File: config.mk
export PLATFORM = sky130hd
export DESIGN_NAME = addsub_word_sequencer
export DESIGN_NICKNAME = d
export VERILOG_FILES = /design/src/rtl/addsub_word_sequencer_pkg.sv /design/src/rtl/addsub_word_sequencer_slice.sv /design/src/rtl/addsub_word_sequencer.sv
export SDC_FILE = /design/constraint.sdc
export NUM_CORES = 1
export LEC_CHECK = 0
export BUFFER_PORTS_ARGS = -buffer_cell sky130_fd_sc_hd__buf_2
export CORE_MARGIN = 5
export CORE_UTILIZATION = 59
export CTS_CLUSTER_DIAMETER = 150
export DETAILED_ROUTE_END_ITERATION = 7
export PLACE_DENSITY = 0.84
export SLEW_MARGIN = 20
export SYNTH_ARGS = -nofsm -noshare
export SYNTH_HDL_FRONTEND = slang
export SYNTH_HIERARCHICAL = 1
export SYNTH_SLANG_ARGS = --single-unit
File: constraint.sdc
create_clock -name clk -period 5.7 [get_ports clk]
set_input_delay 0.57 -clock clk [delete_from_list [all_inputs] [get_ports clk]]
set_output_delay 0.57 -clock clk [all_outputs]
set_load 0.01 [all_outputs]
File: src/rtl/addsub_word_sequencer_pkg.sv
// Shared constants for the word-serial add/subtract sequencer: FSM state codes,
// opcode values and index-width helpers.
package addsub_word_sequencer_pkg;

    localparam logic [1:0] IDLE = 2'd0;
    localparam logic [1:0] RUN  = 2'd1;
    localparam logic [1:0] DONE = 2'd2;

    localparam logic OP_ADD = 1'b0;
    localparam logic OP_SUB = 1'b1;

    function automatic int clog2(input int value);
        int r;
        int v;
        r = 0;
        v = value - 1;
        while (v > 0) begin
            r = r + 1;
            v = v >> 1;
        end
        return r;
    endfunction

    // A single-word operand still needs a one-bit index register.
    function automatic int idx_width(input int words);
        return (clog2(words) < 1) ? 1 : clog2(words);
    endfunction

endpackage

File: src/rtl/addsub_word_sequencer_slice.sv
// Purely combinational BITWIDTH-bit slice: sum = a + (sub ? ~b : b) + cin.
module addsub_word_slice
    import addsub_word_sequencer_pkg::*;
#(
    parameter int BITWIDTH = 8
) (
    input  logic [BITWIDTH-1:0] a,
    input  logic [BITWIDTH-1:0] b,
    input  logic                sub,
    input  logic                cin,
    output logic [BITWIDTH-1:0] sum,
    output logic                cout
);

    logic [BITWIDTH-1:0] b_eff;
    logic [BITWIDTH:0]   total;

    always_comb begin
        b_eff = (sub == OP_SUB) ? ~b : b;
        total = {1'b0, a} + {1'b0, b_eff} + {{BITWIDTH{1'b0}}, cin};
        sum   = total[BITWIDTH-1:0];
        cout  = total[BITWIDTH];
    end

endmodule

File: src/rtl/addsub_word_sequencer.sv
// Word-serial wide add/subtract: one BITWIDTH slice, LSB word first, carry held
// between words. Optional signed-overflow flag under macro ADDSUB_SEQ_OVF_EN.
module addsub_word_sequencer
    import addsub_word_sequencer_pkg::*;
#(
    parameter int BITWIDTH = 8,
    parameter int WORDS    = 4
) (
    input  logic                      clk,
    input  logic                      rst_n,
    input  logic                      start,
    input  logic                      sub,
    input  logic [BITWIDTH*WORDS-1:0] a,
    input  logic [BITWIDTH*WORDS-1:0] b,
    output logic                      busy,
    output logic                      done,
    output logic [BITWIDTH*WORDS-1:0] result,
    output logic                      cout
`ifdef ADDSUB_SEQ_OVF_EN
    ,
    output logic                      ovf
`endif
);

    localparam int W     = BITWIDTH * WORDS;
    localparam int IDX_W = idx_width(WORDS);
    localparam int MSB   = BITWIDTH - 1;

    logic [1:0]       state_q,  state_d;
    logic [IDX_W-1:0] idx_q,    idx_d;
    logic             carry_q,  carry_d;
    logic             sub_q,    sub_d;
    logic [W-1:0]     a_q,      a_d;
    logic [W-1:0]     b_q,      b_d;
    logic [W-1:0]     result_q, result_d;
    logic             cout_q,   cout_d;
`ifdef ADDSUB_SEQ_OVF_EN
    logic             ovf_q,    ovf_d;
    logic             b_eff_msb;
`endif

    logic [BITWIDTH-1:0] a_words [WORDS];
    logic [BITWIDTH-1:0] b_words [WORDS];
    logic [BITWIDTH-1:0] a_w;
    logic [BITWIDTH-1:0] b_w;
    logic [BITWIDTH-1:0] slice_sum;
    logic                slice_cout;
    logic                last_word;

    genvar gi;
    generate
        for (gi = 0; gi < WORDS; gi++) begin : g_words
            assign a_words[gi] = a_q[gi*BITWIDTH +: BITWIDTH];
            assign b_words[gi] = b_q[gi*BITWIDTH +: BITWIDTH];
        end
    endgenerate

    assign a_w       = a_words[idx_q];
    assign b_w       = b_words[idx_q];
    assign last_word = (idx_q == IDX_W'(WORDS - 1));

    addsub_word_slice #(
        .BITWIDTH (BITWIDTH)
    ) u_slice (
        .a    (a_w),
        .b    (b_w),
        .sub  (sub_q),
        .cin  (carry_q),
        .sum  (slice_sum),
        .cout (slice_cout)
    );

`ifdef ADDSUB_SEQ_OVF_EN
    assign b_eff_msb = b_w[MSB] ^ (sub_q == OP_SUB);
`endif

    always_comb begin
        state_d  = state_q;
        idx_d    = idx_q;
        carry_d  = carry_q;
        sub_d    = sub_q;
        a_d      = a_q;
        b_d      = b_q;
        result_d = result_q;
        cout_d   = cout_q;
`ifdef ADDSUB_SEQ_OVF_EN
        ovf_d    = ovf_q;
`endif
        case (state_q)
            IDLE, DONE: begin
                // Subtract seeds the chain with carry=1 to complete the two's complement.
                if (start) begin
                    a_d     = a;
                    b_d     = b;
                    sub_d   = sub;
                    idx_d   = '0;
                    carry_d = (sub == OP_SUB);
                    state_d = RUN;
                end else begin
                    state_d = IDLE;
                end
            end
            RUN: begin
                for (int w = 0; w < WORDS; w++) begin
                    if (idx_q == IDX_W'(w)) begin
                        result_d[w*BITWIDTH +: BITWIDTH] = slice_sum;
                    end
                end
                carry_d = slice_cout;
                if (last_word) begin
                    idx_d   = '0;
                    cout_d  = slice_cout;
`ifdef ADDSUB_SEQ_OVF_EN
                    ovf_d   = (a_w[MSB] == b_eff_msb) && (slice_sum[MSB] != a_w[MSB]);
`endif
                    state_d = DONE;
                end else begin
                    idx_d   = idx_q + 1'b1;
                end
            end
            default: begin
                state_d = IDLE;
            end
        endcase
    end

    always_ff @(posedge clk or negedge rst_n) begin
        if (!rst_n) begin
            state_q  <= IDLE;
            idx_q    <= '0;
            carry_q  <= 1'b0;
            sub_q    <= 1'b0;
            a_q      <= '0;
            b_q      <= '0;
            result_q <= '0;
            cout_q   <= 1'b0;
`ifdef ADDSUB_SEQ_OVF_EN
            ovf_q    <= 1'b0;
`endif
        end else begin
            state_q  <= state_d;
            idx_q    <= idx_d;
            carry_q  <= carry_d;
            sub_q    <= sub_d;
            a_q      <= a_d;
            b_q      <= b_d;
            result_q <= result_d;
            cout_q   <= cout_d;
`ifdef ADDSUB_SEQ_OVF_EN
            ovf_q    <= ovf_d;
`endif
        end
    end

    // Status flags come straight from the state register, so they are glitch-free.
    assign busy   = (state_q == RUN);
    assign done   = (state_q == DONE);
    assign result = result_q;
    assign cout   = cout_q;
`ifdef ADDSUB_SEQ_OVF_EN
    assign ovf    = ovf_q;
`endif

endmodule

==> results of run 1 <==
per-layer routing:
layer  up-vias  global-route usage (%)
li1       1317                       -
met1      1425                    24.4
met2       104                    33.0
met3        17                    5.05
met4         0                    7.15
met5         -                       0
critical path: stages (launching register included):
cell	delay, ns
dfrtp_1	1.02
mux4_1	0.67
xnor2_1	0.16
fa_1	0.42
fa_1	0.46
nor2b_4	0.14
o21ai_2	0.07
a21boi_2	0.20
o21ai_1	0.11
a21oi_1	0.19
mux2i_1	0.10
mux2i_1	0.13
synth_stat cells (all sizes together):
cell / n
nor2: 6
o21a: 3
o31a: 1
inv: 11
a21boi: 2
dfrtp: 103
a21oi: 3
nor2b: 4
o21ai: 3
buf: 14
or4b: 1
nand2b: 2
fa: 2
ha: 11
o31ai: 2
o211ai: 1
mux2: 98
mux2i: 3
nand3b: 5
mux4: 16
xor2: 7
xnor2: 5
o22ai: 1
or3: 1
nand2: 1
nor3: 1
final cells by class:
class / instances / area share (%)
well taps: 105 / 2.37
clock buffers: 10 / 2.48
repair buffers: 104 / 9.53
inverters: 11 / 0.745
flip-flops and latches: 103 / 46.5
clock inverters: 4 / 0.429
multi-input cells: 179 / 37.9
metrics by stage:
step / worst slack (ns) / hold slack, ns / util (%) / area, um2 / cells
3_3_place_gp: 2.08 / 0.481 / 66.5 / 5380 / 502
4_1_cts: 1.96 / 0.164 / 68.5 / 5540 / 516
5_1_grt: 1.74 / 0.178 / 68.5 / 5540 / 516
2_1_floorplan: 2.60 / 0.274 / - / 4840 / 307
3_5_place_dp: 1.99 / 0.489 / 66.5 / 5380 / 502
6_report: 1.96 / 0.159 / 68.5 / 5540 / 516
flip-flops by register name, summed over array words and instances, names as in the netlist:
name	flops
result	32
state_q	2
idx_q	2
carry_q	1
cout	1
sub_q	1
b_q	32
a_q	32
logic make-up after synthesis:
kind of cell    count (synthesis)  share of synthesized area, %
flops                         103                          53.2
buf+inv                        25                          3.44
simple gates                   21                          2.97
xor+xnor                       12                          2.17
fa+ha+maj                      13                          3.67
compound gates                 16                          2.40
mux                           117                          32.1
path summary, 6_finish.rpt:
path	endpoint	from	slack, ns	depth (start not counted)
worst max-delay path	carry_q	idx_q[0]	1.96	11
max in group asynchronous	b_q[0]	rst_n	4.34	2
min in group clk	a_q[11]	a[11]	0.44	2
worst max register to register	carry_q	idx_q[0]	1.96	11
worst min register to register	b_q[2]	b_q[2]	0.50	1
worst min-delay path	result[25]	rst_n	0.16	1
==> results.sh, run 1 <==
export IMPL_cp_start_kind="register"
export IMPL_gp_congestion=0.907
export IMPL_post_dp_hpwl_um=7020
export IMPL_drt_vias_per_instance=5.55
export IMPL_ys_types=36
export IMPL_grt_pass1_wl_um=15200
export IMPL_ys_top_cells_by_area="dfrtp_1, mux2_2, mux4_1"
export IMPL_dr_pass1_iters=6
export IMPL_cts_tree="done"
export IMPL_hold_viol_final=0
export IMPL_drive_gt1_share_pct=54.5
export IMPL_final_cell_mix="dfrtp_1, buf_2, mux2_2"
export IMPL_initialDrtViolationCount=114
export IMPL_fin_skew_ns=0.00832
export IMPL_die_h_um=101
export IMPL_avgSynthCellArea_um2=15.8
export IMPL_grt_max_degree=67
export IMPL_cts_buffer_depth=2
export IMPL_routedWlPerCell_um=18.3
export IMPL_core_mm2=0.00809
export IMPL_fin_tns_setup_ns=0
export IMPL_rsz0062_at_grt="false"
export IMPL_wirelength_um=9440
export IMPL_met1_length_um=3910
export IMPL_cts_root_buf="clkbuf_8"
export IMPL_cap_violations=0
export IMPL_grt_pass1_vias=3185
export IMPL_status="complete, no violations"
export IMPL_start_util_pct=59.8
export IMPL_endpoint_kind="register"
export IMPL_worst_pin_slew_ns=1.02
export IMPL_worstSkewPairLatency_ns=0.35
export IMPL_yosysSeqAreaShare_pct=53.2
export IMPL_wl_met2_um=4690
export IMPL_drc_errors=0
export IMPL_dieArea_mm2=0.0101
export IMPL_rows=33
export IMPL_synth_top_area_share_pct=53.2
export IMPL_slew_violations=0
export IMPL_min_path_type="in2async"
export IMPL_syn_inst=307
export IMPL_placement_io_buffers=102
export IMPL_fmax_mhz=268
export IMPL_ioPinCount=103
export IMPL_cp_data_required_time_ns=5.98
export IMPL_highest_layer="met4"
export IMPL_final_nets=489
export IMPL_synth_cell_area_mm2=0.00484
export IMPL_setup_violations=0
export IMPL_cts_sinks=103
export IMPL_fin_crit_ns=3.74
export IMPL_clkSlewWorstSetupHoldPaths_ns=0.09
export IMPL_cts_hold_buf=0
export IMPL_critical_path_class="reg2reg"
export IMPL_overflow=0
export IMPL_cp_max_fo=20
export IMPL_dr_wl_met3_um=668
export IMPL_arrival_ns=4.02
export IMPL_htreeDepth=3
export IMPL_seqCellArea_mm2=0.00258
export IMPL_synth_seq_cells=103
export IMPL_grtUsageTotal_pct=19.6
export IMPL_syn_nets=388
export IMPL_n_fill_cell=588
export IMPL_post_cts_buffers=0
export IMPL_cts_resized=0
export IMPL_cts_made_buffers=9
export IMPL_antenna_cells=0
export IMPL_final_common_cell="dfrtp_1"
export IMPL_via_count=2863
export IMPL_yosysWarnings=6
export IMPL_relSlewSlack_pct=32.2
export IMPL_antenna_found_initial=0
export IMPL_die_width_um=101
export IMPL_ant_nets=0
export IMPL_fin_crit_sh_pct=65.5
export IMPL_synthToLayoutAreaGrowth_pct=14.5
export IMPL_multiInputGateArea_mm2=0.00210
export IMPL_yosysTopAreaCell="dfrtp_1"
Power of run 1 is left out: the tool's default activity adds up to more than one toggle a clock period on the data nets, which glitch-free logic cannot reach.
==> inputs of run 2 (changes only) <==
Settings changed: CORE_UTILIZATION 59 to 55, PLACE_DENSITY 0.84 to 0.79.
Clock period 5.7 ns to 3.44 ns, I/O delays scaled along.
==> run 2 against run 1 <==
Die area increased by 6.5%. Core utilization decreased by 3.4 points. Design area increased by 1.4%. First-iteration DRC count increased by 0.88%. Highest routed layer unchanged. Sequential cell count unchanged. Register-to-register slack got worse by 1.6 ns. Maximum frequency increased by 21%. Largest cell class unchanged. Via count increased by 0.70%. Non-clock buffer count increased by 6. Worst setup slack got worse by 1.6 ns. Critical path type unchanged.
==> results.sh, run 2 (synthesis results as in run 1) <==
export IMPL_status="complete, no violations"
export IMPL_ioPinCount=103
export IMPL_post_dp_hpwl_um=6960
export IMPL_final_common_cell="dfrtp_1"
export IMPL_drive_gt1_share_pct=55.1
export IMPL_cts_sinks=103
export IMPL_worstSkewPairLatency_ns=0.37
export IMPL_initialDrtViolationCount=115
export IMPL_synthToLayoutAreaGrowth_pct=16.1
export IMPL_grt_max_degree=50
export IMPL_cp_data_required_time_ns=3.70
export IMPL_cts_root_buf="clkbuf_8"
export IMPL_cp_top_family="multiplexers"
export IMPL_start_util_pct=56.1
export IMPL_min_path_type="in2reg"
export IMPL_hold_slack_ns=0.191
export IMPL_fin_crit_sh_pct=89.4
export IMPL_gp_congestion=0.808
export IMPL_slowest_delay_ns=0.62
export IMPL_seqCellArea_mm2=0.00258
export IMPL_cts_tree="done"
export IMPL_fmax_mhz=325
export IMPL_grt_pass1_wl_um=15500
export IMPL_final_cells=527
export IMPL_via_count=2883
export IMPL_rsz0062_at_grt="false"
export IMPL_routedWlPerCell_um=17.6
export IMPL_critPathSlowestCell="mux4_1"
export IMPL_antenna_found_initial=0
export IMPL_antenna_cells=0
export IMPL_slew_violations=0
export IMPL_grt_pass1_vias=3051
export IMPL_placement_io_buffers=102
export IMPL_ant_nets=0
export IMPL_arrival_ns=3.33
export IMPL_cts_buffer_depth=2
export IMPL_die_h_um=104
export IMPL_hold_viol_final=0
export IMPL_setup_violations=0
export IMPL_rows=34
export IMPL_dr_pass1_iters=4
export IMPL_cp_max_fo=19
export IMPL_final_nets=495
export IMPL_cts_made_buffers=9
export IMPL_final_cell_mix="dfrtp_1, buf_2, mux2_2"
export IMPL_cp_num_buf_inv=2
export IMPL_core_mm2=0.00864
export IMPL_multiInputGateArea_mm2=0.00210
export IMPL_grtUsageTotal_pct=17.8
export IMPL_fin_crit_ns=3.08
export IMPL_fin_tns_setup_ns=0
export IMPL_fin_skew_ns=0.0134
export IMPL_cts_hold_buf=1
export IMPL_drt_vias_per_instance=5.47
export IMPL_wirelength_um=9290
export IMPL_placedCellCount=510
export IMPL_cts_resized=0
export IMPL_drc_errors=0
export IMPL_path_cells="buf_4 -> mux4_1 -> xor2_1 -> inv_1 -> fa_1 -> nor2b_4 -> o21ai_2 -> a21boi_2 -> o31a_1 -> a21oi_2 -> mux2_2"
export IMPL_worst_pin_slew_ns=0.612
export IMPL_relSlewSlack_pct=59.2
export IMPL_critical_path_class="reg2reg"
export IMPL_die_width_um=104
export IMPL_htreeDepth=3
export IMPL_post_cts_buffers=0
export IMPL_n_fill_cell=636
export IMPL_dieArea_mm2=0.0108
export IMPL_final_util_pct=65.1
export IMPL_overflow=0
export IMPL_r2r_slack_ns=0.36
export IMPL_clkSlewWorstSetupHoldPaths_ns=0.11
export IMPL_endpoint_kind="register"
export IMPL_cp_start_kind="register"
export IMPL_cap_violations=0
==> run 2: changes by cell type in the layout (fill, tap and decap cells not counted), sizes merged <==
cell | before | now
buf | 104 | 109
inv | 11 | 15
clkinv | 4 | 2
clkbuf | 10 | 9
clkinvlp | 0 | 1
dlygate4sd3 | 0 | 1
==> run 2: per-stage QoR <==
| step | worst slack, ns | area [um2] |
|---|---|---|
| 2_1_floorplan | 0.344 | 4840 |
| 3_3_place_gp | 0.494 | 5420 |
| 3_5_place_dp | 0.422 | 5420 |
| 4_1_cts | 0.374 | 5620 |
| 5_1_grt | 0.257 | 5620 |
| 6_report | 0.364 | 5620 |
==> run 2: final timing paths <==
path / start / to / cells after the start
min: b[22] / b_q[22] / 2
min in group asynchronous: rst_n / result[23] / 2
max: idx_q[0] / result[6] / 11
max reg2reg: idx_q[0] / result[6] / 11
min reg2reg: result[17] / result[17] / 1
max in group asynchronous: rst_n / b_q[18] / 3
==> run 2: area by class of cell <==
type                    count  area share, %
multi-input cells         179           37.4
clock buffers               9           2.20
repair buffers            110           10.2
flip-flops and latches    103           45.9
inverters                  11          0.735
clock inverters             7           1.11
well taps                 108           2.41
==> run 2: metal layers <==
layer / part of all wire (%) / track usage (%) / vias to the layer above
met2: 47 / 27.0 / 81
met5: 0 / 0 / -
li1: - / - / 1341
met1: 46 / 25.3 / 1447
met4: 1.8 / 6.20 / 0
met3: 5.6 / 4.23 / 14
Power of run 2 is left out for the same reason.
==> inputs of run 3 (changes only) <==
Settings changed: CORE_UTILIZATION 55 to 38, PLACE_DENSITY 0.79 to 0.58.
==> run 3 against run 2 <==
Sequential cell count stayed put. Cell count rose by 12%. Largest cell class unchanged. Via count down 0.17%. First-iteration DRC count grew 37%. Critical endpoint is now result[29]. Global-route usage decreased by 3.8 points. Maximum frequency is 0.13% lower. Highest routed layer unchanged. Die area is 40% higher. Non-clock buffer count down 2. Sequential share of layout area is 1.9 points lower.
==> results.sh, run 3 (synthesis results as in run 1) <==
export IMPL_status="complete, no violations"
export IMPL_crit_path_end="result[29]"
export IMPL_final_cell_area_mm2=0.00586
export IMPL_relSlewSlack_pct=50.1
export IMPL_fin_tns_setup_ns=0
export IMPL_cts_tree="done"
export IMPL_core_mm2=0.0126
export IMPL_rows=41
export IMPL_n_fill_cell=1132
export IMPL_cp_top_family="multiplexers"
export IMPL_path_depth=10
export IMPL_synthToLayoutAreaGrowth_pct=21.0
export IMPL_ant_nets=0
export IMPL_path_cells="buf_4 -> mux4_1 -> xor2_1 -> ha_1 -> nor2b_1 -> o211ai_1 -> a21boi_1 -> nor2_1 -> xnor2_1 -> mux2_2"
export IMPL_rsz0062_at_grt="false"
export IMPL_wirelength_um=10100
export IMPL_dieArea_mm2=0.0151
export IMPL_final_cells=588
export IMPL_gp_congestion=0.804
export IMPL_start_util_pct=38.5
export IMPL_grt_max_degree=82
export IMPL_setup_worst_path_start="idx_q[0]"
export IMPL_overflow=0
export IMPL_cp_max_fo=19
export IMPL_dr_pass1_iters=4
export IMPL_die_width_um=123
export IMPL_via_count=2878
export IMPL_clkSlewWorstSetupHoldPaths_ns=0.06
export IMPL_cp_data_required_time_ns=3.72
export IMPL_fin_crit_sh_pct=89.5
export IMPL_cts_root_buf="clkbuf_16"
export IMPL_die_h_um=123
export IMPL_fmax_mhz=325
export IMPL_cp_num_buf_inv=1
export IMPL_cts_sinks=103
export IMPL_hold_viol_final=0
export IMPL_critPathSlowestCell="mux4_1"
export IMPL_drive_gt1_share_pct=54.8
export IMPL_worst_pin_slew_ns=0.748
export IMPL_post_cts_buffers=0
export IMPL_post_dp_hpwl_um=7430
export IMPL_placed_cell_area_mm2=0.00551
export IMPL_cts_hold_buf=0
export IMPL_grt_pass1_vias=3028
export IMPL_cts_made_buffers=9
export IMPL_cts_resized=0
export IMPL_cts_buffer_depth=2
export IMPL_drc_errors=0
export IMPL_critical_path_class="reg2reg"
export IMPL_placement_io_buffers=102
export IMPL_routedWlPerCell_um=17.1
export IMPL_initialDrtViolationCount=157
export IMPL_final_cell_mix="dfrtp_1, buf_2, mux2_2"
export IMPL_grt_pass1_wl_um=15800
export IMPL_htreeDepth=3
export IMPL_final_common_cell="dfrtp_1"
export IMPL_cp_start_kind="register"
export IMPL_cap_violations=0
export IMPL_drt_vias_per_instance=4.89
export IMPL_worst_r2r_endpoint="result[29]"
export IMPL_place_ws_ns=0.409
export IMPL_placedCellCount=573
export IMPL_antenna_found_initial=0
export IMPL_regToRegStartpoint="idx_q[0]"
export IMPL_ioPinCount=103
export IMPL_min_path_type="in2async"
export IMPL_fin_skew_ns=0.00623
export IMPL_endpoint_kind="register"
export IMPL_worstRegToRegCells=10
export IMPL_arrival_ns=3.36
export IMPL_slew_violations=0
export IMPL_worst_slack_ns=0.360
export IMPL_worstSkewPairLatency_ns=0.34
export IMPL_antenna_cells=0
export IMPL_setup_violations=0
export IMPL_r2r_slack_ns=0.36
export IMPL_fin_crit_ns=3.08
export IMPL_slowest_delay_ns=0.61
export IMPL_final_nets=493
export IMPL_grtUsageTotal_pct=14.0
run 3: changes by cell type in the layout (fill, tap and decap cells not counted), moves of 2 or more:
cell       before  now
clkbuf_16       0    9
clkbuf_8        9    2
buf_4           8    5
bufinv_16       0    3
inv_6           3    0
clkinv_4        2    0
run 3: per-layer routing:
metal  routed length (um)  track usage [%]  share of wire, %
met3                  755             4.56               7.5
met4                  136             4.41               1.4
met1                 4600             18.5                46
met5                    0                0                 0
met2                 4570             21.8                45
run 3: how the worst min path moves through the flow:
stage / end / from / slack (ns)
global placement: result[8] / result[8] / 0.48
global route: result[0] / rst_n / 0.11
CTS: b_q[28] / b[28] / 0.21
detailed placement: result[24] / result[24] / 0.49
floorplan: a_q[0] / rst_n / 0.05
finish: result[25] / rst_n / 0.04
run 3: cell type report:
class	count	area, um2	share of cell area [%]
flip-flops and latches	103	2580	44.0
repair buffers	108	574	9.81
clock buffers	12	256	4.38
inverters	11	41.3	0.705
well taps	172	215	3.67
clock inverters	3	90.1	1.54
multi-input cells	179	2100	35.9
run 3: per-stage QoR:
step | utilization [%] | hold WS [ns]
6_report | 46.6 | 0.0424
2_1_floorplan | - | 0.0484
3_5_place_dp | 43.8 | 0.489
4_1_cts | 46.6 | 0.214
3_3_place_gp | 43.8 | 0.482
5_1_grt | 46.6 | 0.110
Power of run 3 is left out for the same reason.
